### src/rtl/ft_alu_pkg.sv
// Shared definitions for the fault-tolerant ALU sequencer: op codes, state
// encoding, one-hot ALU control words and the two-rail pair check.
package ft_alu_pkg;

  localparam logic [1:0] OP_ADD     = 2'd0;
  localparam logic [1:0] OP_SUB_AB  = 2'd1;
  localparam logic [1:0] OP_SUB_BA  = 2'd2;
  localparam logic [1:0] OP_ILLEGAL = 2'd3;

  localparam logic [2:0] CTRL_IDLE   = 3'b000;
  localparam logic [2:0] CTRL_ADD    = 3'b001;
  localparam logic [2:0] CTRL_SUB_AB = 3'b010;
  localparam logic [2:0] CTRL_SUB_BA = 3'b100;

  typedef enum logic [1:0] {
    ST_IDLE  = 2'd0,
    ST_DRIVE = 2'd1,
    ST_CHECK = 2'd2,
    ST_RESP  = 2'd3
  } state_t;

  // A two-rail error pair signals "no error" only when its rails differ.
  function automatic logic pair_valid(input logic [1:0] p);
    return p[1] ^ p[0];
  endfunction

  function automatic logic [2:0] op_ctrl(input logic [1:0] op);
    case (op)
      OP_ADD:    return CTRL_ADD;
      OP_SUB_AB: return CTRL_SUB_AB;
      OP_SUB_BA: return CTRL_SUB_BA;
      default:   return CTRL_IDLE;
    endcase
  endfunction

endpackage

### src/rtl/ft_alu_result_check.sv
// Flags a failed check from the captured ALU result channels: either error
// pair not complementary, or the two duplicated result channels disagree.
module ft_alu_result_check
  import ft_alu_pkg::*;
(
  input  logic [2:0] i_x,
  input  logic       i_xc,
  input  logic [1:0] i_xe,
  input  logic [2:0] i_y,
  input  logic       i_yc,
  input  logic [1:0] i_ye,
  output logic       o_fail
);

  logic w_x_pair_bad;
  logic w_y_pair_bad;
  logic w_chan_diff;

  // Pure combinational fail detection.
  always_comb begin
    w_x_pair_bad = ~pair_valid(i_xe);
    w_y_pair_bad = ~pair_valid(i_ye);
    w_chan_diff  = ({i_xc, i_x} != {i_yc, i_y});
    o_fail       = w_x_pair_bad | w_y_pair_bad | w_chan_diff;
  end

endmodule

### src/rtl/ft_alu_sequencer.sv
// Sequences one operation at a time through the duplicated-output ALU:
// drives operands/parity/control, waits to settle, checks, retries, responds.
//
// state    | meaning
// ---------+-----------------------------------------------------------
// ST_IDLE  | ALU at idle values, req_ready high, waiting for a request
// ST_DRIVE | ALU inputs held, settle counter running, capture on last cycle
// ST_CHECK | evaluate captured channels; retry, fault out, or succeed
// ST_RESP  | response held on rsp_* until rsp_ready
module ft_alu_sequencer
  import ft_alu_pkg::*;
#(
  parameter int unsigned SETTLE_CYCLES = 1,
  parameter int unsigned MAX_RETRY     = 2,
  parameter int unsigned ERR_CNT_W     = 8
) (
  input  logic                 clk,
  input  logic                 rst,
  input  logic                 req_valid,
  output logic                 req_ready,
  input  logic [1:0]           req_op,
  input  logic [2:0]           req_a,
  input  logic [2:0]           req_b,
  output logic [2:0]           alu_a,
  output logic [2:0]           alu_b,
  output logic                 alu_par,
  output logic [2:0]           alu_c,
  input  logic [2:0]           alu_x,
  input  logic                 alu_xc,
  input  logic [1:0]           alu_xe,
  input  logic [2:0]           alu_y,
  input  logic                 alu_yc,
  input  logic [1:0]           alu_ye,
  output logic                 rsp_valid,
  input  logic                 rsp_ready,
  output logic [3:0]           rsp_result,
  output logic                 rsp_fault,
  output logic                 rsp_illegal,
  output logic [1:0]           rsp_retries,
  output logic [ERR_CNT_W-1:0] err_cnt
);

  localparam logic [3:0]           SETTLE_LD = 4'(SETTLE_CYCLES);
  localparam logic [1:0]           RETRY_MAX = 2'(MAX_RETRY);
  localparam logic [ERR_CNT_W-1:0] ERR_ONE   = 1;

  state_t r_state, w_state_nxt;

  logic [3:0]           r_cnt;
  logic [1:0]           r_retries;
  logic [2:0]           r_alu_a, r_alu_b, r_alu_c;
  logic                 r_alu_par;
  logic [2:0]           r_x, r_y;
  logic                 r_xc, r_yc;
  logic [1:0]           r_xe, r_ye;
  logic                 r_rsp_valid, r_rsp_fault, r_rsp_illegal;
  logic [3:0]           r_rsp_result;
  logic [1:0]           r_rsp_retries;
  logic [ERR_CNT_W-1:0] r_err_cnt;
  logic                 w_fail;
  logic                 w_can_retry;

  ft_alu_result_check u_check (
    .i_x   (r_x),
    .i_xc  (r_xc),
    .i_xe  (r_xe),
    .i_y   (r_y),
    .i_yc  (r_yc),
    .i_ye  (r_ye),
    .o_fail(w_fail)
  );

  assign w_can_retry = (r_retries < RETRY_MAX);

  // State register.
  always_ff @(posedge clk) begin
    if (rst) r_state <= ST_IDLE;
    else     r_state <= w_state_nxt;
  end

  // Next-state decode.
  always_comb begin
    w_state_nxt = r_state;
    case (r_state)
      ST_IDLE:  if (req_valid) w_state_nxt = (req_op == OP_ILLEGAL) ? ST_RESP : ST_DRIVE;
      ST_DRIVE: if (r_cnt == 4'd1) w_state_nxt = ST_CHECK;
      ST_CHECK: w_state_nxt = (w_fail && w_can_retry) ? ST_DRIVE : ST_RESP;
      ST_RESP:  if (rsp_ready) w_state_nxt = ST_IDLE;
      default:  w_state_nxt = ST_IDLE;
    endcase
  end

  // Datapath: ALU drive registers, settle counter, capture, response, error count.
  always_ff @(posedge clk) begin
    if (rst) begin
      r_cnt         <= '0;
      r_retries     <= '0;
      r_alu_a       <= '0;
      r_alu_b       <= '0;
      r_alu_c       <= CTRL_IDLE;
      r_alu_par     <= 1'b1;
      r_x           <= '0;
      r_y           <= '0;
      r_xc          <= 1'b0;
      r_yc          <= 1'b0;
      r_xe          <= '0;
      r_ye          <= '0;
      r_rsp_valid   <= 1'b0;
      r_rsp_fault   <= 1'b0;
      r_rsp_illegal <= 1'b0;
      r_rsp_result  <= '0;
      r_rsp_retries <= '0;
      r_err_cnt     <= '0;
    end else begin
      case (r_state)
        ST_IDLE: begin
          if (req_valid) begin
            if (req_op == OP_ILLEGAL) begin
              r_rsp_valid   <= 1'b1;
              r_rsp_illegal <= 1'b1;
              r_rsp_fault   <= 1'b0;
              r_rsp_result  <= '0;
              r_rsp_retries <= '0;
            end else begin
              r_alu_a   <= req_a;
              r_alu_b   <= req_b;
              r_alu_c   <= op_ctrl(req_op);
              r_alu_par <= ~((^req_a) ^ (^req_b));
              r_cnt     <= SETTLE_LD;
              r_retries <= '0;
            end
          end
        end
        ST_DRIVE: begin
          r_cnt <= r_cnt - 4'd1;
          if (r_cnt == 4'd1) begin
            r_x  <= alu_x;
            r_xc <= alu_xc;
            r_xe <= alu_xe;
            r_y  <= alu_y;
            r_yc <= alu_yc;
            r_ye <= alu_ye;
          end
        end
        ST_CHECK: begin
          if (w_fail && (r_err_cnt != '1)) r_err_cnt <= r_err_cnt + ERR_ONE;
          if (w_fail && w_can_retry) begin
            r_retries <= r_retries + 2'd1;
            r_cnt     <= SETTLE_LD;
          end else begin
            r_rsp_valid   <= 1'b1;
            r_rsp_illegal <= 1'b0;
            r_rsp_fault   <= w_fail;
            r_rsp_result  <= {r_xc, r_x};
            r_rsp_retries <= r_retries;
          end
        end
        ST_RESP: begin
          if (rsp_ready) begin
            r_rsp_valid <= 1'b0;
            r_alu_a     <= '0;
            r_alu_b     <= '0;
            r_alu_c     <= CTRL_IDLE;
            r_alu_par   <= 1'b1;
          end
        end
        default: ;
      endcase
    end
  end

  assign req_ready   = (r_state == ST_IDLE);
  assign alu_a       = r_alu_a;
  assign alu_b       = r_alu_b;
  assign alu_c       = r_alu_c;
  assign alu_par     = r_alu_par;
  assign rsp_valid   = r_rsp_valid;
  assign rsp_result  = r_rsp_result;
  assign rsp_fault   = r_rsp_fault;
  assign rsp_illegal = r_rsp_illegal;
  assign rsp_retries = r_rsp_retries;
  assign err_cnt     = r_err_cnt;

endmodule

### config.mk
export PLATFORM = sky130hd
export DESIGN_NAME = ft_alu_sequencer
export DESIGN_NICKNAME = d
export VERILOG_FILES = /design/src/rtl/ft_alu_pkg.sv /design/src/rtl/ft_alu_result_check.sv /design/src/rtl/ft_alu_sequencer.sv
export SDC_FILE = /design/constraint.sdc
export NUM_CORES = 1
export LEC_CHECK = 0
export ABC_AREA = 1
export CORE_UTILIZATION = 47
export CTS_CLUSTER_SIZE = 24
export DETAILED_ROUTE_END_ITERATION = 12
export PLACE_DENSITY = 0.76
export SYNTH_ARGS = -nofsm -noshare
export SYNTH_HDL_FRONTEND = slang
export SYNTH_SLANG_ARGS = --single-unit
### constraint.sdc
create_clock -name clk -period 2.7 [get_ports clk]
set_clock_uncertainty 0.1 [all_clocks]
set_input_delay 0.405 -clock clk [delete_from_list [all_inputs] [get_ports clk]]
set_output_delay 0.405 -clock clk [all_outputs]
set_load 0.05 [all_outputs]
==> results.ini <==
[die]
die_width_um=70
die_h_um=70
initial_core_util_pct=49.23
fp-row-count=24
die_area_um2=4900
ioPinCount=52
fp.coreArea_um2=4414

[timing]
hold-worst-slack_ps=361.9
setup_viol=0
period_needed_ps=2257
finalHoldViolCount=0
final.setup.tns_ps=0
fmax_ghz=0.4431
finalMaxSlewViolations=0
min_period_over_period_pct=83.58
worst_slew_pin_slew_ps=535.5
max_slew_margin_pct=64.26
rsz0062_at_grt=false

[route]
firstDrtPassIters=4
initialDrtViolationCount=129
drt-total-wl_um=4747
drc=0
wire_per_inst_um=11.75
antenna_left=0
via_count=2080
vias_per_cell=5.149

[global_route]
grt_antenna_before_repair=0
grt_usage_pct=20.47
grt_max_degree=29
grt_pass1_vias=1911
grt_overflow=0
grt_pass1_wl_um=8307

[final_layout]
diodes=0
nNetsFinal=378
num-fill-cells=411
layout-drive-gt1-share_pct=7.386
area_delta_synth_final_pct=29.88

[setup_path]
worstPathCellList=nor2_2, clkdlybuf4s50_1
critPathArrivalTime_ps=1750
cp_top_family=buffers and inverters
r2r-end=alu_c[2]$_SDFFE_PP0P_
cpPeakStageDelay_ps=840
worstSetupPathType=reg2out
required_ps=2190
crit_cells=2
cp-start-kind=register
path_buf_inv=1
crit_path_start=r_state[1]$_SDFFE_PP0P_
ff2ff_setup_slack_ps=860
cp-end-kind=output port
cp_slowest_cell=clkdlybuf4s50_1
ff2ff_path_depth=6
crit_path_max_fanout=7
r2r_start=r_state[0]$_SDFFE_PP0P_

[cts]
clockBufferDepth=2
cts_root_buf=clkbuf_8
cts_tree=built
htree_levels=2
cts.reportedPaths.clkPinSlew_ps=80
cts.sinks=47
post_cts_resized=0
cts_made_buffers=5
postCtsHoldBufs=0
postCtsSetupBuffers=0
clk-insertion-delay-late_ps=290

[worst_hold_path]
worstHoldEndpoint=rsp_valid$_SDFFE_PP0P_
hold_path.class=reg2reg
hp-start=rsp_valid$_SDFFE_PP0P_
whs_path_depth=2

[logic_synthesis]
yosys_most_used_dff=dfxtp_1
ys_async_sr_fraction_pct=0
synth_area_um2=2173
yosys_warnings=0
synth_edf_count=0
synth_fp_nets=327
avgSynthCellArea_um2=7.244
synthCells=300
yosysSeqAreaShare_pct=43.29
ys_seq_elements=47
ys_types=26

[status]
outcome=finished, final reports clean

[place]
port_buffers=51
gp_congestion=0.7751
place_hpwl_um=3364

[power_and_ir_drop]
peakVddDrop_mv=0.4937
cellLeakagePower_nw=1.082
p_per_area_nw_per_um2=688.2

[job]
drv_cap=0

## how the worst max path moves through the flow
stage / end
after floorplan: err_cnt[0]$_SDFFE_PP0P_
after global placement: alu_c[1]$_SDFFE_PP0P_
after detailed placement: alu_c[1]$_SDFFE_PP0P_
after CTS: req_ready
after global routing: req_ready
final: req_ready
## final cells by class
cell class                 instances  area [um^2]  area share [%]
clock buffer                       8        100.1           3.546
inverter                          34        127.6           4.521
multi-input combinational        211         1071           37.94
sequential                        47        940.9           33.33
tap                               52        65.06           2.305
timing repair buffer              52        518.0           18.35
## worst min-delay path: stages, from the launching register on
cell     delay (ps)
dfxtp_1         310
nand2_1          60
a21oi_1          50
## power breakdown
group | switching, W | internal, W
Clock | 0.000219 | 0.000234
Sequential | 0.0000593 | 0.000772
Combinational | 0.000435 | 0.000224
## layout by cell type (no fill, tap or decap), types with 4 or more instances in the layout
master,synthesis,layout
xnor2_1,5,5
inv_2,7,7
a21oi_1,44,44
o21ai_1,7,7
inv_1,27,27
xor2_1,5,5
o21ai_0,8,8
dfxtp_1,47,47
nor2_1,20,20
nand3_1,22,22
clkbuf_8,0,7
clkdlybuf4s50_1,0,51
nor3_1,4,4
nand4_1,9,9
nand2_1,68,68
## per-layer routing
| metal | vias to the layer above | track usage (%) | part of all wire (%) |
|---|---|---|---|
| li1 | 1085 | - | - |
| met1 | 933 | 28.62 | 49 |
| met2 | 56 | 31.84 | 45 |
| met3 | 6 | 4.329 | 5.1 |
| met4 | 0 | 5.778 | 0.91 |
| met5 | - | 0 | 0 |
## logic make-up after synthesis
family	after synthesis	synth area share, %
buf+inv	42	7.427
xor+xnor	10	4.030
simple gates	135	28.61
flops	47	43.29
fa+ha+maj	3	1.727
compound gates	63	14.91
## synthesized netlist by cell type (5+ instances only)
cell type  number  area (um^2)
inv_1          27        101.4
inv_2           7        26.28
nor2_1         20        75.07
a21oi_1        44        220.2
o21ai_0         8        40.04
xor2_1          5        43.79
clkbuf_1        7        26.28
o21ai_1         7        35.03
xnor2_1         5        43.79
nand2_1        68        255.2
nand4_1         9        56.30
nand3_1        22        110.1
dfxtp_1        47        940.9
## flip-flops by register name, indices dropped and copies added (netlist names)
name and count:
alu_a 3, alu_b 3, alu_c 3, alu_par 1
err_cnt 8, r_cnt 4, r_retries 2, r_state 2
r_x 3, r_xc 1, r_xe 2, r_y 3
r_yc 1, r_ye 2, rsp_fault 1, rsp_illegal 1
rsp_result 4, rsp_retries 2, rsp_valid 1
## metrics by stage
step                setup slack, ps  instances  power (W)  area [um^2]  util [%]
finish                        443.2        404   0.001943         2823     63.95
global placement              540.2        396   0.001496         2723     61.68
global route                  395.8        404   0.002073         2823     63.95
CTS                           439.8        404   0.001958         2823     63.95
floorplan                     734.6        300   0.001315         2173         -
detailed placement            496.9        396   0.001503         2723     61.68
(Power assumes the default switching activity.)
